===== src/rtl/tia_multiphase_clock_pkg.sv =====
`default_nettype none
// =============================================================================
// Module : tia_multiphase_clock_pkg
// Shared state encoding and width helpers for the TIA multiphase clock.
// Rev    : 1.0
// =============================================================================
package tia_multiphase_clock_pkg;

    typedef enum logic [1:0] {
        ST_RESET = 2'd0,
        ST_ON    = 2'd1,
        ST_OFF   = 2'd2
    } state_t;

    function automatic int phase_width(input int num_phases);
        return (num_phases > 2) ? $clog2(num_phases) : 1;
    endfunction

    // Window counter must hold the larger of the ON and OFF terminal counts.
    function automatic int cnt_width(input int on_cycles, input int off_cycles);
        return $clog2(((on_cycles > off_cycles) ? on_cycles : off_cycles) + 1);
    endfunction

endpackage
`default_nettype wire


===== src/rtl/tia_multiphase_clock_sync_sr.sv =====
`default_nettype none
// =============================================================================
// Module : tia_multiphase_clock_sync_sr
// Synchronous set/reset flop, reset dominant over set.
// Rev    : 1.0
// =============================================================================
module tia_multiphase_clock_sync_sr (
    input  logic clk,
    input  logic r,
    input  logic s,
    output logic q
);

    logic r_q;

    always_ff @(posedge clk) begin
        if (r) begin
            r_q <= 1'b0;
        end else if (s) begin
            r_q <= 1'b1;
        end
    end

    assign q = r_q;

endmodule
`default_nettype wire


===== src/rtl/tia_multiphase_clock.sv =====
`default_nettype none
// =============================================================================
// Module : tia_multiphase_clock
// N-phase non-overlapping clock enable generator with hold, resync, frame strobe
// and sticky reset-release latch.
// Rev    : 1.0
// =============================================================================
module tia_multiphase_clock
    import tia_multiphase_clock_pkg::*;
#(
    parameter int NUM_PHASES = 2,
    parameter int ON_CYCLES  = 1,
    parameter int OFF_CYCLES = 1,
    localparam int PW        = phase_width(NUM_PHASES)
) (
    input  logic                  clk,
    input  logic                  r,
    input  logic                  en,
    input  logic                  sync,
    output logic [NUM_PHASES-1:0] phi,
    output logic [PW-1:0]         phase,
    output logic                  bq,
    output logic                  sof,
    output logic                  rl
);

    localparam int              CW           = cnt_width(ON_CYCLES, OFF_CYCLES);
    localparam logic [CW-1:0]   c_ON_LAST    = CW'(ON_CYCLES - 1);
    localparam logic [CW-1:0]   c_OFF_LAST   = CW'((OFF_CYCLES > 0) ? (OFF_CYCLES - 1) : 0);
    localparam logic [PW-1:0]   c_PHASE_LAST = PW'(NUM_PHASES - 1);
    localparam logic [PW-1:0]   c_BQ_LIMIT   = PW'(NUM_PHASES / 2);

    state_t                  r_state;
    state_t                  w_state_nxt;
    logic [PW-1:0]           r_phase;
    logic [PW-1:0]           w_phase_nxt;
    logic [PW-1:0]           w_phase_inc;
    logic [CW-1:0]           r_cnt;
    logic [CW-1:0]           w_cnt_nxt;
    logic [NUM_PHASES-1:0]   r_phi;
    logic [NUM_PHASES-1:0]   w_phi_nxt;
    logic                    r_bq;
    logic                    w_bq_nxt;
    logic                    r_sof;
    logic                    w_sof_nxt;
    logic                    w_rl_set;

    assign w_phase_inc = (r_phase == c_PHASE_LAST) ? '0 : r_phase + PW'(1);

    // Leaving RESET and sync both bypass en; sof marks every entry to phase 0 ON.
    always_comb begin
        w_state_nxt = r_state;
        w_phase_nxt = r_phase;
        w_cnt_nxt   = r_cnt;
        w_sof_nxt   = 1'b0;
        if (sync || (r_state == ST_RESET)) begin
            w_state_nxt = ST_ON;
            w_phase_nxt = '0;
            w_cnt_nxt   = '0;
            w_sof_nxt   = 1'b1;
        end else if (en) begin
            case (r_state)
                ST_ON: begin
                    if (r_cnt == c_ON_LAST) begin
                        w_cnt_nxt = '0;
                        if (OFF_CYCLES > 0) begin
                            w_state_nxt = ST_OFF;
                        end else begin
                            w_phase_nxt = w_phase_inc;
                            w_sof_nxt   = (w_phase_inc == '0);
                        end
                    end else begin
                        w_cnt_nxt = r_cnt + CW'(1);
                    end
                end
                ST_OFF: begin
                    if (r_cnt == c_OFF_LAST) begin
                        w_state_nxt = ST_ON;
                        w_cnt_nxt   = '0;
                        w_phase_nxt = w_phase_inc;
                        w_sof_nxt   = (w_phase_inc == '0);
                    end else begin
                        w_cnt_nxt = r_cnt + CW'(1);
                    end
                end
                default: w_state_nxt = ST_RESET;
            endcase
        end
    end

    // Decode from next-state so outputs come straight off flops.
    always_comb begin
        w_phi_nxt = '0;
        for (int k = 0; k < NUM_PHASES; k++) begin
            w_phi_nxt[k] = (w_state_nxt == ST_ON) && (w_phase_nxt == PW'(k));
        end
    end

    assign w_bq_nxt = (w_state_nxt != ST_RESET) && (w_phase_nxt < c_BQ_LIMIT);

    always_ff @(posedge clk) begin
        if (r) begin
            r_state <= ST_RESET;
            r_phase <= '0;
            r_cnt   <= '0;
            r_phi   <= '0;
            r_bq    <= 1'b0;
            r_sof   <= 1'b0;
        end else begin
            r_state <= w_state_nxt;
            r_phase <= w_phase_nxt;
            r_cnt   <= w_cnt_nxt;
            r_phi   <= w_phi_nxt;
            r_bq    <= w_bq_nxt;
            r_sof   <= w_sof_nxt;
        end
    end

    assign w_rl_set = ~r_bq;

    tia_multiphase_clock_sync_sr u_rl_latch (
        .clk (clk),
        .r   (r),
        .s   (w_rl_set),
        .q   (rl)
    );

    assign phi   = r_phi;
    assign phase = r_phase;
    assign bq    = r_bq;
    assign sof   = r_sof;

endmodule
`default_nettype wire


===== config.mk =====
export PLATFORM = sky130hd
export DESIGN_NAME = tia_multiphase_clock
export DESIGN_NICKNAME = d
export VERILOG_FILES = /design/src/rtl/tia_multiphase_clock_pkg.sv /design/src/rtl/tia_multiphase_clock_sync_sr.sv /design/src/rtl/tia_multiphase_clock.sv
export SDC_FILE = /design/constraint.sdc
export NUM_CORES = 1
export LEC_CHECK = 0
export ABC_AREA = 1
export CAP_MARGIN = 20
export CELL_PAD_IN_SITES_DETAIL_PLACEMENT = 1
export CELL_PAD_IN_SITES_GLOBAL_PLACEMENT = 1
export CORE_AREA = 3 3 40 42
export CTS_CLUSTER_DIAMETER = 60
export DETAILED_ROUTE_END_ITERATION = 10
export DIE_AREA = 0 0 43 45
export PLACE_DENSITY = 0.7
export SLEW_MARGIN = 40
export SYNTH_ARGS = -nofsm -noshare
export SYNTH_HDL_FRONTEND = slang
export SYNTH_SLANG_ARGS = --single-unit

===== constraint.sdc =====
create_clock -name clk -period 1.35 [get_ports clk]
set_input_delay 0.135 -clock clk [delete_from_list [all_inputs] [get_ports clk]]
set_output_delay 0.135 -clock clk [all_outputs]
set_load 0.02 [all_outputs]

* After elaboration in Yosys (flattened, before gate mapping) *
Cells that the tools add are included.

storage, ports and cells
  bits in read-only memories = 0
  memories kept = 0
  logic and storage cells = 39
  flip-flop bits (word level) = 9
  output and inout port bits = 6
  bits in latches = 0
  bits of input ports = 4
  RAM bits = 0

cells by class
  shift-type cells = 0
  add/subtract/negate cells = 2
  reduce and logical (&&, ||, !) cells = 9
  bitwise gates (word level) = 2
  mux-type cells = 15
  order comparisons = 1
  eq/ne operators = 3
  multipliers = 0
  div/mod/pow operators = 0

operator list
  kind                   count
  $mux W1                10
  $mux W2                4
  $eq A2 B1 Y1 const B   2
  $pmux W2 S2            1
  $reduce_or A2 Y1       2
  $logic_and A1 B1 Y1    3
  $add A1 B1 Y1 const B  2
  $eq A2 B2 Y1 const B   1
  $logic_not A2 Y1       1
  $not A1 Y1             2
  $reduce_and A2 Y1      1
  $reduce_bool A2 Y1     1
  $logic_or A1 B1 Y1     1
  $lt A1 B1 Y1 const B   1

* Logic depth before layout (Yosys ltp) *
Gate-level depths: netlist (run 1).

  word-level depth = 8
  mapped depth = 8
  gate-level depth less buffers = 8

* Hierarchy *
Synthesis (run 1) repeated with hierarchy kept, for this count alone.

second synthesis, totals
  cells, all modules = 47
  area total of the unflattened synthesis = 330.3 um^2

modules (own cells, without submodules)
  module                        area an instance (um^2)  times used  cells an instance  seq. area each (um^2)
  tia_multiphase_clock          302.8                    1           44                 140.1
  tia_multiphase_clock_sync_sr  27.5                     1           3                  20.0

* Least setup slack after synthesis (run 1) *
Ideal clock, no wire load.

  path type = flip-flop to flip-flop
  start = reg r_state[1]
  end = reg r_phi[0], in the netlist phi[0]
  arrival = 1.017 ns
  period minus slack after synthesis = 1.081 ns
  path buffers = 0
  stages on the path, launching flop included = 9
  library setup time = 0.064 ns
  path slack = 0.269 ns
  required time = 1.286 ns
  path through = dfxtp_1 inv_1 nor2_1 ha_1 nand2_1 nand2_1 nand2_1 nand2_1 nor2_1

between the ends
  cells in the longest elaborated chain, start to end = 6
  elaborated cells between the ends (all ways) = 15
  those cells by class = eq/ne: 3; mux: 8; bitwise: 1; reduce/logical: 3

RTL lines
  element                                            RTL line                     text
  start: declaration                                 tia_multiphase_clock.sv:33   state_t r_state;
  start signal: assignment                           tia_multiphase_clock.sv:110  r_state <= w_state_nxt;
  $eq A2 B2 Y1 (tied with other cells)               tia_multiphase_clock.sv:62   case (r_state)
  $pmux W2 S2 / $mux W1 (equally long branches)      n/a
  $mux W2 / $mux W1 (equally long branches)          tia_multiphase_clock.sv:61   end else if (en) begin
  $mux W2 / $mux W1 (equally long branches)          tia_multiphase_clock.sv:56   if (sync || (r_state == ST_RESET)) begin
  $eq A2 B1 Y1 / $not A1 Y1 (equally long branches)  tia_multiphase_clock.sv:95   w_phi_nxt[k] = (w_state_nxt == ST_ON) && (w_phase_nxt == PW'(k));
  $logic_and A1 B1 Y1 (*)                            tia_multiphase_clock.sv:95
  end signal: assignment                             tia_multiphase_clock.sv:113  r_phi <= w_phi_nxt;
  end: declaration                                   tia_multiphase_clock.sv:40   logic [NUM_PHASES-1:0] r_phi;

Every way passes the cells marked *; elsewhere a longest branch is shown, timed or not.
A chain may end at the register's enable or synchronous reset.

* Final worst setup path (run 1) *
  start = reg r_bq, in the netlist bq
  end = out bq

RTL lines
  element                   RTL line                     text
  start: declaration        tia_multiphase_clock.sv:42   logic r_bq;
  start signal: assignment  tia_multiphase_clock.sv:114  r_bq <= w_bq_nxt;
  end: declaration          tia_multiphase_clock.sv:22   output logic bq,

No word-level cell between the ends.

==> results of run 1 <==
## sequential cells by signal, indices dropped and copies added (netlist names)
signal	cells
sof	1
phi	2
u_rl_latch.q	1
r_state	2
bq	1
phase	1
## worst max-delay path by stage
stage                  end  slack (ns)
CTS                     rl       0.004
finish                  bq        0.05
global placement    phi[0]        0.13
detailed placement  phi[1]        0.12
global route            bq       0.006
floorplan           phi[0]        0.27
## metal layers
layer	vias to the layer above	routed length [um]	global-route usage	part of all wire
li1	164	-	-	-
met1	132	322	0.105	0.45
met2	7	339	0.147	0.48
met3	0	48	0.0558	0.068
met4	0	0	0.0361	0
met5	-	0	0	0
## cell type report
class	count	area share
repair buffers	10	0.211
clock buffers	3	0.0481
inverters	9	0.0722
multi-input cells	29	0.286
well taps	15	0.0401
flip-flops and latches	8	0.342
## repair_timing
action,CTS,global route
setup endpoints to repair,1,1
resized for setup,1,1
buffers inserted,0,0
## power groups by stage
stage | logic [mW] | clock network (mW) | registers, mW
after floorplan | 0.0271 | 0 | 0.271
after global placement | 0.0761 | 0 | 0.260
after detailed placement | 0.0773 | 0 | 0.261
after CTS | 0.0784 | 0.184 | 0.256
after global routing | 0.0873 | 0.191 | 0.256
final | 0.0764 | 0.174 | 0.256
## through the flow
stage	hold WS, ns	area [um2]
2_1_floorplan	0.204	328
5_1_grt	0.476	468
6_report	0.449	468
3_5_place_dp	0.453	444
4_1_cts	0.461	465
3_3_place_gp	0.424	444
## cell usage in the layout (no fill, tap or decap), types with 2 or more instances in the layout
master	n
nand2_1	17
inv_1	8
dfxtp_1	8
clkdlybuf4s50_1	7
nor2_1	5
clkbuf_4	3
a21oi_1	2
## logic make-up (layout without fill, tap and decap cells)
group	count (synthesis)	after routing	synth area share
adders and majority gates	1	1	0.0382
AOI/OAI and AO/OA	2	2	0.0305
and+or+nand+nor	26	26	0.340
buffers and inverters	9	22	0.103
DFF	8	8	0.489
==> flow_summary_export.csv, run 1 <==
group,metric,value,unit
layout,nets,66,
worst_setup_path,startpoint,"bq",
worst_setup_path,path_delay_family,"buffers and inverters",
power,intPower,0.384,mW
timing,fin_setup_tns,0,ns
clocking,clkTransAtPathRegs,0.05,ns
clocking,cts_hold_buf,0,
timing,setup_slack,0.0475,ns
clocking,clk_latency,0.25,ns
drt,drcViolationCount,0,
drt,post_drt_wl_per_cell,9.59,um
die,die_x,43,um
logic_synthesis,synth_cells,46,
timing,post-route-min-period,1.30,ns
logic_synthesis,synth-edff-count,0,
logic_synthesis,synthArstFlopShare,0,
timing,rsz0062_at_grt,"false",
worst_setup_path,slowest_stage,"clkdlybuf4s50_1",
logic_synthesis,ys_top_cells_by_area,"dfxtp_1 49%, nand2_1 19%, inv_1 9.2%",
placement,dp_hpwl,575,um
power,p_clk_frac,0.343,
power,p_seq_frac,0.506,
clocking,htreeDepth,1,
layout,ff_latch_area,160,um2
placement,place_congestion,0.735,
layout,final_util,0.364,
worst_setup_path,cpPeakStageDelay,0.60,ns
clocking,cts.sinks,8,
timing,fmax,768,MHz
run_status,status,"complete, no violations",
layout,fillerInstances,167,
timing,slew_headroom,0.845,
power,irDropWorstVdd,0.535,mV
power,switching_share,0.241,
global_routing,grt_pass1_wl,1320,um
logic_synthesis,yosysTopAreaCell,"dfxtp_1",
flow_run,max_cap_violations,0,
power,comb_power_share,0.151,
logic_synthesis,yosysMostFrequentCell,"nand2_1",
drt,drtIter0Drc,3,
worst_setup_path,cp_cell_sequence,"clkdlybuf4s50_1",
worst_setup_path,worstReg2RegEnd,"phi[0]",
clocking,numCtsBuffers,3,
global_routing,grt_pass1_vias,327,
layout,final_layout_size_suffix_gt1_frac,0.119,
logic_synthesis,yosysUniqueCellTypes,11,
layout,antenna_cells,0,
placement,post-place-cells,71,
drt,viasPerCell,4.09,
clocking,cts_buffer_depth,2,
power,p_leak,0.262,nW
min_path,hold_depth,1,
logic_synthesis,synth-seq-cells,8,
die,io-pin-count,10,
logic_synthesis,syn-cell-area,328,um2
worst_setup_path,r2r_setup_slack,0.14,ns
placement,port_buffers,9,
drt,drt_first_pass_iters,2,
global_routing,grt_max_degree,7,
power,power_density,1080,nW/um2
drt,vias,303,
logic_synthesis,avgSynthCellArea,7.13,um2
placement,place_ws,0.120,ns
layout,syn_to_final_growth,42.7,%
timing,finalMaxSlewViolations,0,
drt,totalWireLength,710,um
timing,hold_viol_final,0,
clocking,cts_tree,"yes",
logic_synthesis,yosys_warnings,0,
global_routing,antenna_found_initial,0,
power,power,0.506,mW
worst_setup_path,reg2reg_from,"r_state[0]",
power,p_sw,0.122,mW
clocking,root_buffer,"clkbuf_4",
die,rows,13,
layout,stdcell_count,74,
logic_synthesis,synth_fp_nets,51,
worst_setup_path,cp_data_required_time,1.22,ns
logic_synthesis,synth_ff_type,"dfxtp_1",
worst_setup_path,reg2regPathDepth,7,
drt,ant_nets,0,
logic_synthesis,synth_top_area_frac,0.489,
timing,period_share,0.965,
timing,setup_viol,0,
global_routing,grt-ovfl-total,0,
die,dieArea,1940,um2
min_path,hold_start,"bq",
worst_setup_path,crit_buf_inv,1,
timing,fin_skew,0.00321,ns
die,core,1280,um2
worst_setup_path,startpoint_type,"register",
min_path,hold_path_class,"register to register",
global_routing,track_usage,0.0936,
worst_setup_path,critPathArrivalTime,1.17,ns
worst_setup_path,crit_fanout,2,
die,dieHeight,45,um
worst_setup_path,cp-end-kind,"output port",
layout,multi_input_area,134,um2
min_path,min_to,"u_rl_latch.q",
worst_setup_path,path_class,"register to output port",
worst_setup_path,crit_cells,1,
logic_synthesis,synth_common_cells,"17 x nand2_1, 8 x dfxtp_1, 8 x inv_1",
timing,tightest_slew,0.231,ns
logic_synthesis,ys_seq_area_frac,0.489,
die,start_util,0.255,
(Power assumes the default switching activity.)
==> inputs of run 2 (changes only) <==
--- a/config.mk
+++ b/config.mk
@@ -14,6 +14,7 @@
 export DETAILED_ROUTE_END_ITERATION = 10
 export DIE_AREA = 0 0 43 45
 export PLACE_DENSITY = 0.7
+export SETUP_SLACK_MARGIN = 0.15
 export SLEW_MARGIN = 40
 export SYNTH_ARGS = -nofsm -noshare
 export SYNTH_HDL_FRONTEND = slang
==> run 2 against run 1 <==
Against the previous run:
- flip-flop and latch count stayed put
- critical path depth is 7 higher
- setup slack gained 0.19 ns
- die area unchanged
- largest power group unchanged
==> flow_summary_export.csv, run 2 (synthesis gave the netlist of run 1 again) <==
group,metric,value,unit
global_routing,grt-ovfl-total,0,
die,rows,13,
drt,ant_nets,0,
worst_setup_path,cp_common_cell,"nand2_1",
drt,viasPerCell,4.08,
placement,place_ws,0.120,ns
run_status,status,"complete, no violations",
layout,syn_to_final_growth,43.1,%
clocking,root_buffer,"clkbuf_4",
die,core,1280,um2
worst_setup_path,path_class,"register to register",
drt,drtIter0Drc,5,
placement,dp_hpwl,575,um
clocking,numCtsBuffers,3,
power,p_leak,0.264,nW
worst_setup_path,cp_data_required_time,1.49,ns
die,dieHeight,45,um
placement,place_congestion,0.735,
layout,most-common-layout-cells,"16 x nand2_1, 8 x inv_1, 6 x dfxtp_1, 6 x dlygate4sd2_1, 4 x nor2_1",
placement,post-place-cells,71,
drt,totalWireLength,726,um
clocking,cts_tree,"yes",
timing,period_share,0.821,
worst_setup_path,critPathArrivalTime,1.25,ns
clocking,htreeDepth,1,
layout,final_common_cell,"nand2_1",
worst_setup_path,crit_fanout,2,
timing,tightest_slew,0.232,ns
worst_setup_path,startpoint_type,"register",
timing,fin_skew,0.00306,ns
worst_setup_path,cp-end-kind,"register",
layout,final_util,0.365,
drt,post_drt_wl_per_cell,9.81,um
placement,port_buffers,9,
global_routing,grt_max_degree,7,
timing,hold_viol_final,0,
layout,final_layout_size_suffix_gt1_frac,0.186,
layout,nets,66,
timing,fmax,902,MHz
die,io-pin-count,10,
min_path,hold_path_class,"register to register",
worst_setup_path,cp_cell_sequence,"inv_1 > nor2_2 > ha_1 > nand2_1 > nand2_1 > nand2_1 > nand2_2 > nor2_1",
timing,setup_slack,0.241,ns
global_routing,grt_pass1_vias,327,
timing,post-route-min-period,1.11,ns
timing,setup_viol,0,
die,die_x,43,um
global_routing,antenna_found_initial,0,
global_routing,grt_pass1_wl,1320,um
drt,drt_first_pass_iters,2,
timing,fin_setup_tns,0,ns
power,power_density,1070,nW/um2
die,dieArea,1940,um2
timing,slew_headroom,0.845,
timing,finalMaxSlewViolations,0,
clocking,clk_latency,0.25,ns
worst_setup_path,slowest_stage,"dfxtp_2",
layout,stdcell_count,74,
clocking,cts_hold_buf,0,
drt,drcViolationCount,0,
worst_setup_path,cpPeakStageDelay,0.32,ns
layout,antenna_cells,0,
power,irDropWorstVdd,0.536,mV
die,start_util,0.255,
timing,rsz0062_at_grt,"false",
clocking,cts.sinks,8,
clocking,cts_buffer_depth,2,
flow_run,max_cap_violations,0,
global_routing,track_usage,0.0936,
clocking,clkTransAtPathRegs,0.05,ns
drt,vias,302,
run 2: changes by cell type in the layout (fill, tap and decap cells not counted):
cell and change:
dfxtp_4 +1, dlymetal6s2s_1 -1, nor2_1 -1, nand2_1 -1, nand2_2 +1, dlygate4sd2_1 +5, clkdlybuf4s50_1 -4, dfxtp_1 -2
nor2_2 +1, dfxtp_2 +1
run 2: timing repair:
item	4_1_cts	5_1_grt
cloned	0	0
setup buffers	0	0
pin swaps	0	1
endpoints found under the setup margin	9	4
resized for setup	7	4
run 2: area by class of cell:
cell class              count  area, um2
repair buffers             10       90.1
inverters                   9       33.8
well taps                  15       18.8
flip-flops and latches      8        165
fillers                   168        816
clock buffers               3       22.5
multi-input cells          29        139
run 2: power breakdown:
part,leakage [nW],switching (mW),internal (mW)
sequential,0.0672,0.00706,0.249
combinational,0.183,0.0430,0.0288
clock,0.0138,0.0723,0.101
total,0.264,0.122,0.379
run 2: stage by stage:
step	hold WS [ns]	power [mW]	instance area (um2)
detailed placement	0.453	0.338	444
global placement	0.424	0.336	444
global route	0.471	0.530	469
floorplan	0.204	0.298	328
finish	0.444	0.501	469
CTS	0.456	0.512	460
run 2: critical path, delay by kind of cell, from the launching register on:
family | cells | cell delay [ns]
adders and majority gates | 1 | 0.26
buffers and inverters | 1 | 0.08
DFF | 1 | 0.32
and+or+nand+nor | 6 | 0.36
run 2: worst paths after layout:
path               from            to  slack [ns]  cells after the start
max          r_state[1]        phi[0]        0.24                      8
min                  bq  u_rl_latch.q        0.44                      1
max reg2reg  r_state[1]        phi[0]        0.24                      8
min reg2reg          bq  u_rl_latch.q        0.44                      1
run 2: routing by layer:
layer	vias up	GRT usage	wire length, um
met5	-	0	0
met4	0	0.0361	0
met3	0	0.0558	48
met2	7	0.147	343
met1	131	0.105	334
li1	164	-	-
==> inputs of run 3 (changes only) <==
--- a/config.mk
+++ b/config.mk
@@ -9,11 +9,11 @@
 export CAP_MARGIN = 20
 export CELL_PAD_IN_SITES_DETAIL_PLACEMENT = 1
 export CELL_PAD_IN_SITES_GLOBAL_PLACEMENT = 1
-export CORE_AREA = 3 3 40 42
+export CORE_MARGIN = 3
+export CORE_UTILIZATION = 25
 export CTS_CLUSTER_DIAMETER = 60
 export DETAILED_ROUTE_END_ITERATION = 10
-export DIE_AREA = 0 0 43 45
-export PLACE_DENSITY = 0.7
+export PLACE_DENSITY = 0.73
 export SETUP_SLACK_MARGIN = 0.15
 export SLEW_MARGIN = 40
 export SYNTH_ARGS = -nofsm -noshare
==> constraint.sdc (replaced) <==
create_clock -name clk -period 0.9 [get_ports clk]
set_input_delay 0.09 -clock clk [delete_from_list [all_inputs] [get_ports clk]]
set_output_delay 0.09 -clock clk [all_outputs]
set_load 0.02 [all_outputs]
==> run 3 against run 2 <==
Against the previous run:
- the run now ends with negative setup slack left
- clock-buffer cell count unchanged
- first-iteration DRC count decreased by 100%
- final area increased by 15%
- global-route usage increased by 3.1 points
- core utilization increased by 9.7 points
- clock skew decreased by 0.00067 ns
- sequential share of layout area decreased by 4.0 points
- critical path depth unchanged
- wire length increased by 22%
- die area decreased by 7.9%
- via count increased by 8.3%
==> flow_summary_export.csv, run 3 (synthesis gave the netlist of run 1 again) <==
group,metric,value,unit
die,dieArea,1780,um2
layout,antenna_cells,0,
timing,finalMaxSlewViolations,0,
drt,drcViolationCount,0,
worst_setup_path,reg2reg_from,"r_state[1]",
clocking,numCtsBuffers,3,
layout,stdcell_count,78,
min_path,hold_depth,2,
layout,syn_to_final_growth,65.3,%
global_routing,grt_pass1_vias,345,
power,switching_share,0.263,
power,power,0.820,mW
power,intPower,0.604,mW
layout,final_common_cell,"nand2_1",
timing,period_share,1.24,
timing,setup_viol,5,
die,core,1170,um2
timing,fmax,898,MHz
global_routing,grt-ovfl-total,0,
placement,port_buffers,9,
worst_setup_path,cp_data_required_time,1.10,ns
min_path,hold_start,"u_rl_latch.q",
global_routing,antenna_found_initial,0,
power,p_sw,0.216,mW
die,io-pin-count,10,
placement,dp_hpwl,549,um
timing,tightest_slew,0.212,ns
drt,totalWireLength,889,um
timing,fin_skew,0.00239,ns
clocking,cts_hold_buf,0,
power,power_density,1510,nW/um2
global_routing,track_usage,0.125,
timing,hold_viol_final,0,
power,p_leak,0.289,nW
placement,place_ws,-0.275,ns
placement,post-place-cells,73,
worst_setup_path,startpoint_type,"register",
timing,slew_headroom,0.858,
run_status,status,"complete, but fails checks",
run_status,violations,"negative setup slack",
min_path,hold_path_class,"register to register",
clocking,cts_tree,"yes",
placement,post_dp_cell_area,469,um2
clocking,cts.sinks,8,
global_routing,grt_max_degree,7,
timing,rsz0062_at_grt,"true",
flow_run,max_cap_violations,0,
layout,final_layout_size_suffix_gt1_frac,0.500,
power,p_clk_frac,0.342,
drt,ant_nets,0,
placement,place_congestion,0.680,
power,irDropWorstVdd,0.762,mV
worst_setup_path,path_class,"register to register",
layout,most-common-layout-cells,"13 x nand2_1, 8 x buf_6, 7 x inv_1, 7 x dfxtp_2",
timing,holdWs,0.494,ns
timing,setup_slack,-0.214,ns
die,start_util,0.280,
die,rows,12,
drt,drt_first_pass_iters,1,
worst_setup_path,crit_fanout,2,
die,die_x,42.2,um
drt,drtIter0Drc,0,
clocking,htreeDepth,1,
drt,vias,327,
clocking,clkTransAtPathRegs,0.05,ns
layout,nets,71,
timing,fin_setup_tns,-0.864,ns
clocking,clk_latency,0.26,ns
power,p_seq_frac,0.474,
layout,fin_area,542,um2
worst_setup_path,startpoint,"r_state[1]",
drt,viasPerCell,4.19,
worst_setup_path,critPathArrivalTime,1.31,ns
worst_setup_path,reg2regPathDepth,8,
global_routing,grt_pass1_wl,1570,um
power,comb_power_share,0.184,
timing,post-route-min-period,1.11,ns
clocking,cts_buffer_depth,2,
die,dieHeight,42.2,um
clocking,root_buffer,"clkbuf_4",
worst_setup_path,cp-end-kind,"register",
drt,post_drt_wl_per_cell,11.4,um
layout,final_util,0.463,
-- run 3: power groups by stage --
| stage | sequential [mW] | combinational, mW | clock [mW] |
|---|---|---|---|
| global route | 0.390 | 0.168 | 0.304 |
| global placement | 0.388 | 0.127 | 0 |
| finish | 0.388 | 0.151 | 0.281 |
| CTS | 0.387 | 0.133 | 0.285 |
| detailed placement | 0.389 | 0.127 | 0 |
| floorplan | 0.408 | 0.0407 | 0 |
-- run 3: timing repair --
action                                  CTS  global route
endpoints found under the setup margin   13            13
gates resized for setup                  41             7
buffers inserted                          0             2
pin swaps                                 4             5
-- run 3: layout make-up --
cell class | count | area, um2
tap | 14 | 17.5
inverter | 9 | 33.8
sequential | 8 | 169
multi-input combinational | 29 | 149
timing repair buffer | 15 | 150
clock buffer | 3 | 22.5
fill | 156 | 629
-- run 3: path summary, 6_finish.rpt --
kind	slack [ns]	to
max	-0.21	phi[0]
min	0.49	u_rl_latch.q
max reg2reg	-0.21	phi[0]
min reg2reg	0.49	u_rl_latch.q
-- run 3: routing by layer --
metal	vias up	track usage	wire length [um]
li1	172	-	-
met3	3	0.0858	67
met2	8	0.201	459
met4	0	0.0373	13
met5	-	0	0
met1	144	0.131	348
-- run 3: worst max-delay path, cell delays in order, from the launching register on --
cell and delay (ns):
dfxtp_2 0.33, inv_2 0.04, nor2_2 0.10, ha_1 0.23
nand2_1 0.07, nand2_2 0.06, nand2_2 0.07, nand2_2 0.05
nor2_2 0.10
